File: config.mk
export PLATFORM = sky130hd
export DESIGN_NAME = card_dealer_flat
export DESIGN_NICKNAME = d
export VERILOG_FILES = /design/src/rtl/card_pkg.sv /design/src/rtl/card_dealer_if.sv /design/src/rtl/card_decode.sv /design/src/rtl/card_dealer.sv /design/src/flat_wrapper.sv
export SDC_FILE = /design/constraint.sdc
export NUM_CORES = 1
export LEC_CHECK = 0
export CAP_MARGIN = 20
export CORE_UTILIZATION = 52
export DETAILED_ROUTE_END_ITERATION = 16
export PLACE_DENSITY = 0.81
export SLEW_MARGIN = 20
export SYNTH_ARGS = -nofsm -noshare
export SYNTH_HDL_FRONTEND = slang
export SYNTH_SLANG_ARGS = --single-unit
File: constraint.sdc
create_clock -name i_clk -period 3.3 [get_ports i_clk]
set_input_delay 0.66 -clock i_clk [delete_from_list [all_inputs] [get_ports i_clk]]
set_output_delay 0.66 -clock i_clk [all_outputs]
set_load 0.02 [all_outputs]
File: src/rtl/card_pkg.sv
// card_pkg: shared deck constants, the card record and dealer states
// for the card dealer and any display logic that decodes card indices.
package card_pkg;

  localparam logic [5:0] NUM_CARDS      = 6'd52;
  localparam logic [5:0] CARDS_PER_SUIT = 6'd13;
  localparam logic [5:0] LAST_INDEX     = 6'd51;

  typedef struct packed {
    logic [3:0] rank;
    logic [1:0] suit;
    logic [4:0] points;
  } card_t;

  typedef enum logic [1:0] {
    IDLE    = 2'd0,
    PROBE   = 2'd1,
    PRESENT = 2'd2
  } dealer_state_t;

  // Blackjack value: ace is configurable, face cards count ten.
  function automatic logic [4:0] rank_points(input logic [3:0] rank,
                                             input logic [4:0] ace_points);
    if (rank == 4'd1)
      return ace_points;
    else if (rank <= 4'd10)
      return {1'b0, rank};
    else
      return 5'd10;
  endfunction

  // Folds a 6-bit random sample (0..63) onto the 0..51 slot range.
  function automatic logic [5:0] fold_index(input logic [5:0] r);
    return (r >= NUM_CARDS) ? (r - NUM_CARDS) : r;
  endfunction

  function automatic logic [5:0] next_index(input logic [5:0] idx);
    return (idx == LAST_INDEX) ? 6'd0 : (idx + 6'd1);
  endfunction

endpackage

File: src/rtl/card_dealer_if.sv
// card_dealer_if: deal request / card presentation bundle between the dealer
// and the game FSM. o_probe_cycles exists only with DEALER_PROBE_COUNT_EN.
interface card_dealer_if #(
  parameter int RAND_WIDTH = 16
);

  logic [RAND_WIDTH-1:0] i_rand;
  logic                  i_deal_req;
  logic                  i_shuffle;
  logic                  i_ready;
  logic                  o_card_valid;
  logic [3:0]            o_card_rank;
  logic [1:0]            o_card_suit;
  logic [4:0]            o_card_points;
  logic [5:0]            o_cards_left;
  logic                  o_deck_empty;
  logic                  o_busy;
`ifdef DEALER_PROBE_COUNT_EN
  logic [5:0]            o_probe_cycles;
`endif

  modport master (
    input  i_rand,
    input  i_deal_req,
    input  i_shuffle,
    input  i_ready,
    output o_card_valid,
    output o_card_rank,
    output o_card_suit,
    output o_card_points,
    output o_cards_left,
    output o_deck_empty,
    output o_busy
`ifdef DEALER_PROBE_COUNT_EN
    , output o_probe_cycles
`endif
  );

  modport slave (
    output i_rand,
    output i_deal_req,
    output i_shuffle,
    output i_ready,
    input  o_card_valid,
    input  o_card_rank,
    input  o_card_suit,
    input  o_card_points,
    input  o_cards_left,
    input  o_deck_empty,
    input  o_busy
`ifdef DEALER_PROBE_COUNT_EN
    , input o_probe_cycles
`endif
  );

endinterface

File: src/rtl/card_decode.sv
// card_decode: maps a deck slot index (0..51) to rank, suit and point value.
// Purely combinational so display logic can reuse it.
module card_decode
  import card_pkg::*;
#(
  parameter logic [4:0] ACE_POINTS = 5'd1
) (
  input  logic [5:0] idx,
  output card_t      card
);

  logic [1:0] suit;
  logic [3:0] offset;
  logic [3:0] rank;

  // Only the low nibble of idx - suit*13 matters since the remainder is < 13.
  always_comb begin
    suit   = 2'd0;
    offset = 4'd0;
    if (idx < CARDS_PER_SUIT) begin
      suit   = 2'd0;
      offset = idx[3:0];
    end else if (idx < 6'd26) begin
      suit   = 2'd1;
      offset = idx[3:0] - 4'd13;
    end else if (idx < 6'd39) begin
      suit   = 2'd2;
      offset = idx[3:0] - 4'd10;
    end else begin
      suit   = 2'd3;
      offset = idx[3:0] - 4'd7;
    end
    rank = offset + 4'd1;
  end

  always_comb begin
    card        = '0;
    card.rank   = rank;
    card.suit   = suit;
    card.points = rank_points(rank, ACE_POINTS);
  end

endmodule

File: src/rtl/card_dealer.sv
// card_dealer: deals cards without replacement, resolving collisions by linear
// probing one slot per cycle. Define DEALER_PROBE_COUNT_EN for o_probe_cycles.
module card_dealer
  import card_pkg::*;
#(
  parameter int         RAND_WIDTH = 16,
  parameter logic [4:0] ACE_POINTS = 5'd1
) (
  input logic           i_clk,
  input logic           i_reset,
  card_dealer_if.master bus
);

  localparam logic [1:0] S_IDLE    = IDLE;
  localparam logic [1:0] S_PROBE   = PROBE;
  localparam logic [1:0] S_PRESENT = PRESENT;

  logic [1:0]  state;
  logic [51:0] dealt_mask;
  logic [5:0]  cards_left;
  logic [5:0]  probe_idx;
  logic [5:0]  skip_cnt;
  card_t       card_q;
  card_t       card_next;
  logic        card_valid;
`ifdef DEALER_PROBE_COUNT_EN
  logic [5:0]  probe_cycles;
`endif

  // Only the low six bits of the counter feed the slot choice.
  logic unused_rand;
  assign unused_rand = ^bus.i_rand[RAND_WIDTH-1:6];

  card_decode #(
    .ACE_POINTS (ACE_POINTS)
  ) u_decode (
    .idx  (probe_idx),
    .card (card_next)
  );

  // Shuffle outranks everything except reset; it drops any in-flight deal
  // but leaves the card field registers holding the last card.
  always_ff @(posedge i_clk or posedge i_reset) begin
    if (i_reset) begin
      state        <= S_IDLE;
      dealt_mask   <= '0;
      cards_left   <= NUM_CARDS;
      probe_idx    <= '0;
      skip_cnt     <= '0;
      card_q       <= '0;
      card_valid   <= 1'b0;
`ifdef DEALER_PROBE_COUNT_EN
      probe_cycles <= '0;
`endif
    end else if (bus.i_shuffle) begin
      state        <= S_IDLE;
      dealt_mask   <= '0;
      cards_left   <= NUM_CARDS;
      skip_cnt     <= '0;
      card_valid   <= 1'b0;
`ifdef DEALER_PROBE_COUNT_EN
      probe_cycles <= '0;
`endif
    end else begin
      case (state)
        S_IDLE: begin
          if (bus.i_deal_req && (cards_left != 6'd0)) begin
            probe_idx <= fold_index(bus.i_rand[5:0]);
            skip_cnt  <= '0;
            state     <= S_PROBE;
          end
        end
        S_PROBE: begin
          // Entered only with a free slot somewhere, so this always ends.
          if (!dealt_mask[probe_idx]) begin
            dealt_mask[probe_idx] <= 1'b1;
            cards_left            <= cards_left - 6'd1;
            card_q                <= card_next;
            card_valid            <= 1'b1;
            state                 <= S_PRESENT;
`ifdef DEALER_PROBE_COUNT_EN
            probe_cycles          <= skip_cnt;
`endif
          end else begin
            probe_idx <= next_index(probe_idx);
            skip_cnt  <= skip_cnt + 6'd1;
          end
        end
        S_PRESENT: begin
          if (bus.i_ready) begin
            card_valid <= 1'b0;
            state      <= S_IDLE;
          end
        end
        default: begin
          card_valid <= 1'b0;
          state      <= S_IDLE;
        end
      endcase
    end
  end

  assign bus.o_card_valid  = card_valid;
  assign bus.o_card_rank   = card_q.rank;
  assign bus.o_card_suit   = card_q.suit;
  assign bus.o_card_points = card_q.points;
  assign bus.o_cards_left  = cards_left;
  assign bus.o_deck_empty  = (cards_left == 6'd0);
  assign bus.o_busy        = (state != S_IDLE);
`ifdef DEALER_PROBE_COUNT_EN
  assign bus.o_probe_cycles = probe_cycles;
`endif

endmodule

File: src/flat_wrapper.sv
// flat-port wrapper written by rule: the top's interface ports become plain ports
module card_dealer_flat import card_pkg::*;
#(
  parameter int         RAND_WIDTH = 16,
  parameter logic [4:0] ACE_POINTS = 5'd1
)
  (i_clk, i_reset, bus_i_rand, bus_i_deal_req, bus_i_shuffle, bus_i_ready, bus_o_card_valid, bus_o_card_rank, bus_o_card_suit, bus_o_card_points, bus_o_cards_left, bus_o_deck_empty, bus_o_busy);
  card_dealer_if #(.RAND_WIDTH(RAND_WIDTH)) bus_i ();
  input logic i_clk;
  input logic i_reset;
  input wire logic [$bits(bus_i.i_rand)-1:0] bus_i_rand;
  input wire logic [$bits(bus_i.i_deal_req)-1:0] bus_i_deal_req;
  input wire logic [$bits(bus_i.i_shuffle)-1:0] bus_i_shuffle;
  input wire logic [$bits(bus_i.i_ready)-1:0] bus_i_ready;
  output wire logic [$bits(bus_i.o_card_valid)-1:0] bus_o_card_valid;
  output wire logic [$bits(bus_i.o_card_rank)-1:0] bus_o_card_rank;
  output wire logic [$bits(bus_i.o_card_suit)-1:0] bus_o_card_suit;
  output wire logic [$bits(bus_i.o_card_points)-1:0] bus_o_card_points;
  output wire logic [$bits(bus_i.o_cards_left)-1:0] bus_o_cards_left;
  output wire logic [$bits(bus_i.o_deck_empty)-1:0] bus_o_deck_empty;
  output wire logic [$bits(bus_i.o_busy)-1:0] bus_o_busy;
  assign bus_i.i_rand = bus_i_rand;
  assign bus_i.i_deal_req = bus_i_deal_req;
  assign bus_i.i_shuffle = bus_i_shuffle;
  assign bus_i.i_ready = bus_i_ready;
  assign bus_o_card_valid = bus_i.o_card_valid;
  assign bus_o_card_rank = bus_i.o_card_rank;
  assign bus_o_card_suit = bus_i.o_card_suit;
  assign bus_o_card_points = bus_i.o_card_points;
  assign bus_o_cards_left = bus_i.o_cards_left;
  assign bus_o_deck_empty = bus_i.o_deck_empty;
  assign bus_o_busy = bus_i.o_busy;
  card_dealer #(.RAND_WIDTH(RAND_WIDTH), .ACE_POINTS(ACE_POINTS)) u_core (.i_clk(i_clk), .i_reset(i_reset), .bus(bus_i));
endmodule
Word-level counts from Yosys, hierarchy flattened
Index checks and enable logic that the tools add are counted.
{"block": "totals", "regBits": 78, "in_bits": 21, "wordCells": 81}
{"block": "classes", "add_sub_neg": 7, "magnitude_cmp": 7, "eq_ne": 11, "mux": 32, "n_bitwise": 3, "n_reduce_logical": 13}
{"cell": "2-to-1 mux 52 bit", "n": 3}
{"cell": "bitwise OR 52 bit", "n": 1}
{"cell": "2-to-1 mux 6 bit", "n": 7}
{"cell": "2-to-1 mux 4 bit", "n": 5}
{"cell": "2-to-1 mux 2 bit", "n": 6}
{"cell": "case mux 6 bit (2 select lines)", "n": 1}
{"cell": "AND reduction 3 bit", "n": 3}
{"cell": "subtractor 4 bit, second input constant", "n": 2}
{"cell": "less-than comparator 6 x 7 -> 1 bit, second input constant", "n": 1}
{"cell": "adder 6 x 1 -> 6 bit, second input constant", "n": 1}
{"cell": "binary-select mux 1 bit (select 6 bit)", "n": 1}
{"cell": "demux 1 bit (select 6 bit)", "n": 1}
{"cell": "== test 6 bit, second input constant", "n": 1}
{"cell": "greater-or-equal comparator 6 x 1 -> 1 bit, second input constant", "n": 1}
{"cell": "greater-or-equal comparator 6 bit, second input constant", "n": 1}
{"cell": "zero test 6 bit", "n": 1}
{"cell": "less-than comparator 6 x 4 -> 1 bit, second input constant", "n": 1}
{"cell": "less-than comparator 6 x 5 -> 1 bit, second input constant", "n": 1}
{"cell": "less-than comparator 6 bit, second input constant", "n": 1}
{"cell": "2-to-1 mux 1 bit", "n": 6}
{"cell": "!= test 3 bit, second input constant", "n": 2}
{"cell": "case mux 2 bit (3 select lines)", "n": 1}
{"cell": "nonzero test 2 bit", "n": 3}
{"cell": "nonzero test 6 bit", "n": 1}
{"cell": "other kinds (17)", "n": 21}

Longest topological paths before layout
{"block": "logic_depth", "ltp_word": 8, "ltp_mapped": 15, "depth_no_buf": 13}

Hierarchy
From an unflattened synthesis, not the netlist that was laid out.
{"block": "unflattened", "hier_cells": 479, "hier_area_um2": 5237.5}
{"module": "card_dealer", "n_inst": 1, "cells_each": 408, "area_per_inst_um2": 4699.5, "seq_area_each_um2": 1955.6}
{"module": "card_decode", "n_inst": 1, "cells_each": 71, "area_per_inst_um2": 538.0, "seq_area_each_um2": 0.0}

Worst setup path before layout
Ideal clock, no wire load.
{"block": "synth_timing", "kind": "register to register", "startpoint": "reg u_core.probe_idx[1]", "endpoint": "reg u_core.card_q (netlist bit u_core.bus.o_card_points[0])", "setup_ps": 65, "t_arrival_ps": 3232, "required_time_ps": 3235, "slack_ps": 3, "path_stages_with_launch": 16, "path_buffers": 2, "synth_period_minus_slack_ps": 3297, "path_cell_list": "dfrtp_1 -> buf_6 -> buf_2 -> inv_1 -> ha_1 -> o21ai_0 -> o21ai_0 -> xnor2_1 -> ha_1 -> nand2b_1 -> a211o_1 -> o2111a_1 -> nand4_1 -> o21a_1 -> o21ai_0 -> o22a_1"}
{"block": "synth_between", "elab_chain_len": 8, "word_cells_on_any_way": 18, "classes_between": "add/sub (4); order compare (4); eq/ne (1); mux (7); bitwise (1); reduce/logical (1)"}
{"item": "start, declared", "line": "card_dealer.sv:21", "source": "logic [5:0] probe_idx;"}
{"item": "start signal, assigned", "line": "card_dealer.sv:68", "source": "probe_idx <= fold_index(bus.i_rand[5:0]);"}
{"item": "start signal, assigned", "line": "card_dealer.sv:85", "source": "probe_idx <= next_index(probe_idx);"}
{"item": "less-than comparator 6 bit (tied with other cells)", "line": "card_decode.sv:26", "source": "end else if (idx < 6'd39) begin"}
{"item": "2-to-1 mux 4 bit", "line": "card_decode.sv:26"}
{"item": "2-to-1 mux 4 bit", "line": "card_decode.sv:23", "source": "end else if (idx < 6'd26) begin"}
{"item": "2-to-1 mux 4 bit", "line": "card_decode.sv:20", "source": "if (idx < CARDS_PER_SUIT) begin"}
{"item": "adder 4 x 1 -> 4 bit", "line": "card_decode.sv:33", "source": "rank = offset + 4'd1;"}
{"item": "<= comparator 4 bit", "line": "card_pkg.sv:26", "source": "else if (rank <= 4'd10)"}
{"item": "2-to-1 mux 4 bit", "line": "card_pkg.sv:26"}
{"item": "2-to-1 mux 4 bit", "line": "card_pkg.sv:24", "source": "if (rank == 4'd1)"}
{"item": "end signal, assigned", "line": "card_dealer.sv:78", "source": "card_q <= card_next;"}
{"item": "end, declared", "line": "card_dealer.sv:23", "source": "card_t card_q;"}
Several ways; a longest one is shown, not always the timed one. The select of a mux whose other input is x is not followed.
A chain may end at the register's enable or synchronous reset.

Worst setup path after layout
{"block": "layout_timing", "startpoint": "reg u_core.probe_idx[1]", "endpoint": "reg u_core.card_q (netlist bit u_core.bus.o_card_rank[1])"}
{"block": "layout_between", "elab_chain_len": 5, "word_cells_on_any_way": 14, "classes_between": "add/sub (4); order compare (3); mux (5); bitwise (1); reduce/logical (1)"}
{"item": "less-than comparator 6 bit (tied with other cells)", "line": "card_decode.sv:26"}
{"item": "2-to-1 mux 4 bit", "line": "card_decode.sv:26"}
{"item": "2-to-1 mux 4 bit", "line": "card_decode.sv:23"}
{"item": "2-to-1 mux 4 bit", "line": "card_decode.sv:20"}
{"item": "adder 4 x 1 -> 4 bit", "line": "card_decode.sv:33"}
Several ways; a longest one is shown, not always the timed one. The select of a mux whose other input is x is not followed.

==> out/metrics.cfg <==
[critical_path]
worstPathRequired_ns = 3.54
crit_arrival_ns = 3.30
end_kind = register
crit_family = multiplexers
slowest_delay_ns = 0.54
crit_top_cell = mux4_2
path_depth = 8
crit_fanout = 12
start_kind = register
reg2reg_depth = 8
cp_num_buf_inv = 1
crit_slowest_cell = mux4_2
worstReg2RegEnd = u_core.bus.o_card_rank[1]
rr_startpoint = u_core.probe_idx[1]
r2r_slack_ns = 0.24
setup.worst_path.start = u_core.probe_idx[1]
path_class = register to register
cp_cell_sequence = buf_4 > mux4_2 > mux4_2 > a22o_1 > a211oi_2 > nand2_2 > nor2_2 > mux2_2
crit_end = u_core.bus.o_card_rank[1]

[yosys]
ys_top_cells_by_area = dfrtp_1 44%, mux4_2 7.5%, nor2_1 6.3%
synth_top_family_by_area = compound AO/OA/AOI/OAI gates
syn_area_um2 = 4200
synth_seq_cells = 77
synth_edf_count = 0
syn-num-nets = 475
yosysMostFrequentCell = dfrtp_1
yosysTopAreaCellShare = 0.441
synth_commonest_cells = 74 x dfrtp_1, 70 x nor2_1, 50 x a21oi_1
yosys.area_share.adder = 0.0417
synthFlopType = dfrtp_1
yosys.area.top_type = dfrtp_1
yosysSeqAreaShare = 0.460
synthMuxAreaShare = 0.0897
yosys.area_share.simple = 0.169
synth_cell_types = 55
syn_area_per_cell_um2 = 9.54
synth_xor_area_frac = 0.0146
synth_compound_area_frac = 0.173
netlist_instances = 440
ys_warn_count = 0
synthArstFlopShare = 1.00

[grt]
grt_pass1_vias = 3382
grt_usage = 0.249
grt_pass1_wl_um = 16200
grt_overflow = 0
grt_max_degree = 54
antenna_found_initial = 0

[sta]
final-setup-viol-count = 0
skew_ns = 0.00558
max_slew_margin = 0.508
max_freq_ghz = 0.327
rsz0062_at_grt = false
timing.final.hold_violations = 0
tightest_slew_ns = 0.737
min_period_ns = 3.06
period_share = 0.926
setup_tns_ns = 0
worst_slack_ns = 0.244
holdWs_ns = 0.480
drv_slew = 0

[clock_tree]
cts_tree = done
cts.sinks = 77
root_buffer = clkbuf_8
path_clk_slew_ns = 0.08
clk_latency_ns = 0.35
clk_path_buf_depth = 2
cts.htree.levels = 3
cts_buffers = 9

[floorplan]
die_width_um = 91.8
num_rows = 32
die_area_um2 = 8440
die_y_um = 91.8
ioPinCount = 41
start_util = 0.540
coreArea_um2 = 7770

[power]
p_leak_nw = 2.14
p_per_area_nw_per_um2 = 669
ir_drop_mv = 0.471

[status]
run_status = finished clean

[detailed_routing]
vias = 3486
drtPass1Iterations = 4
wl_per_cell_um = 16.8
drtIter0Drc = 277
drc = 0
viasPerCell = 6.04
routed_wirelength_um = 9700
ant_nets = 0

[placement]
gp_congestion = 0.837
place_ws_ns = 0.148
io_buffers = 29
place.detailed.hpwl_um = 6550
dp_cells = 561

[final_layout]
diodes = 0
drive_gt1_frac = 0.154
post-route-util = 0.629
final_cell_count_no_fill = 577
area.growth.synth_to_final_pct = 16.5
finalNetCount = 505
fillers = 614

[worst_hold_path]
hold_path.class = register to register

[flow_run]
maxCapViolCount = 0

layout make-up:
| cell class | instances | area, um^2 | area share |
|---|---|---|---|
| clock buffers | 9 | 124 | 0.0253 |
| clock inverters | 7 | 81.3 | 0.0166 |
| inverters | 15 | 56.3 | 0.0115 |
| multi-input cells | 313 | 2070 | 0.424 |
| flip-flops and latches | 77 | 1930 | 0.395 |
| well taps | 102 | 128 | 0.0261 |
| repair buffers | 54 | 498 | 0.102 |
worst register-to-register path, cell delays in order (launching register included):
cell and delay [ns]:
dfrtp_1 0.35, buf_4 0.25, mux4_2 0.54, mux4_2 0.48
a22o_1 0.25, a211oi_2 0.22, nand2_2 0.20, nor2_2 0.28
mux2_2 0.38
power breakdown:
part	leakage, nW	switching, mW	internal [mW]	total (mW)
sequential	1.03	0.0776	1.04	1.12
clock	0.106	0.380	0.361	0.741
combinational	0.996	0.825	0.586	1.41
total	2.14	1.28	1.99	3.27
sequential cells by signal (all words and copies together) (netlist names):
signal	count
u_core.bus.o_card_rank	4
u_core.bus.o_card_valid	1
u_core.bus.o_card_points	4
u_core.bus.o_cards_left	6
u_core.dealt_mask	52
u_core.bus.o_card_suit	2
u_core.state	2
u_core.probe_idx	6
routing by layer:
layer  share of wire  global-route usage  up-vias
met4           0.018              0.0898        0
met5               0                   0        -
met2            0.49               0.391      137
met3           0.054              0.0622       18
met1            0.44               0.338     1727
li1                -                   -     1604
through the flow:
stage	instance area, um^2	power (mW)
after CTS	4870	3.25
after floorplan	4200	2.03
after detailed placement	4670	2.50
after global placement	4670	2.46
after global routing	4890	3.47
final	4890	3.27
worst min path at each step:
stage	end	slack [ns]	start	cells after the start
after global routing	u_core.dealt_mask[51]	0.53	u_core.dealt_mask[51]	2
after CTS	u_core.bus.o_card_rank[2]	0.49	u_core.bus.o_card_rank[2]	2
after floorplan	u_core.dealt_mask[40]	0.46	u_core.dealt_mask[40]	2
final	u_core.bus.o_card_rank[2]	0.48	u_core.bus.o_card_rank[2]	2
after global placement	u_core.bus.o_card_rank[2]	0.46	u_core.bus.o_card_rank[2]	2
after detailed placement	u_core.bus.o_card_rank[2]	0.47	u_core.bus.o_card_rank[2]	2
cells in the final DEF (no fill, tap or decap), types with 12 or more instances in the layout:
| cell | instances |
|---|---|
| a21oi_1 | 49 |
| a31oi_1 | 22 |
| buf_4 | 23 |
| clkdlybuf4s50_1 | 28 |
| dfrtp_1 | 74 |
| ha_1 | 13 |
| inv_1 | 12 |
| mux4_2 | 14 |
| nand2_1 | 24 |
| nor2_1 | 70 |
| o21ai_0 | 20 |
kinds of logic after synthesis:
kind of cell,count (synthesis)
other,1
adder cells (fa/ha/maj),14
XOR/XNOR,7
AO/OA/AOI/OAI,122
multiplexers,20
flip-flops,77
buffers and inverters,50
AND/OR/NAND/NOR,149
timing repair:
action | 4_1_cts | 5_1_grt
setup buffers | 0 | 0
endpoints found under the setup margin | 0 | 4
gates resized for setup | 0 | 6
hold endpoints to repair | 0 | 0
hold buffers | 0 | 0
Power figures use the tool's default switching activity.
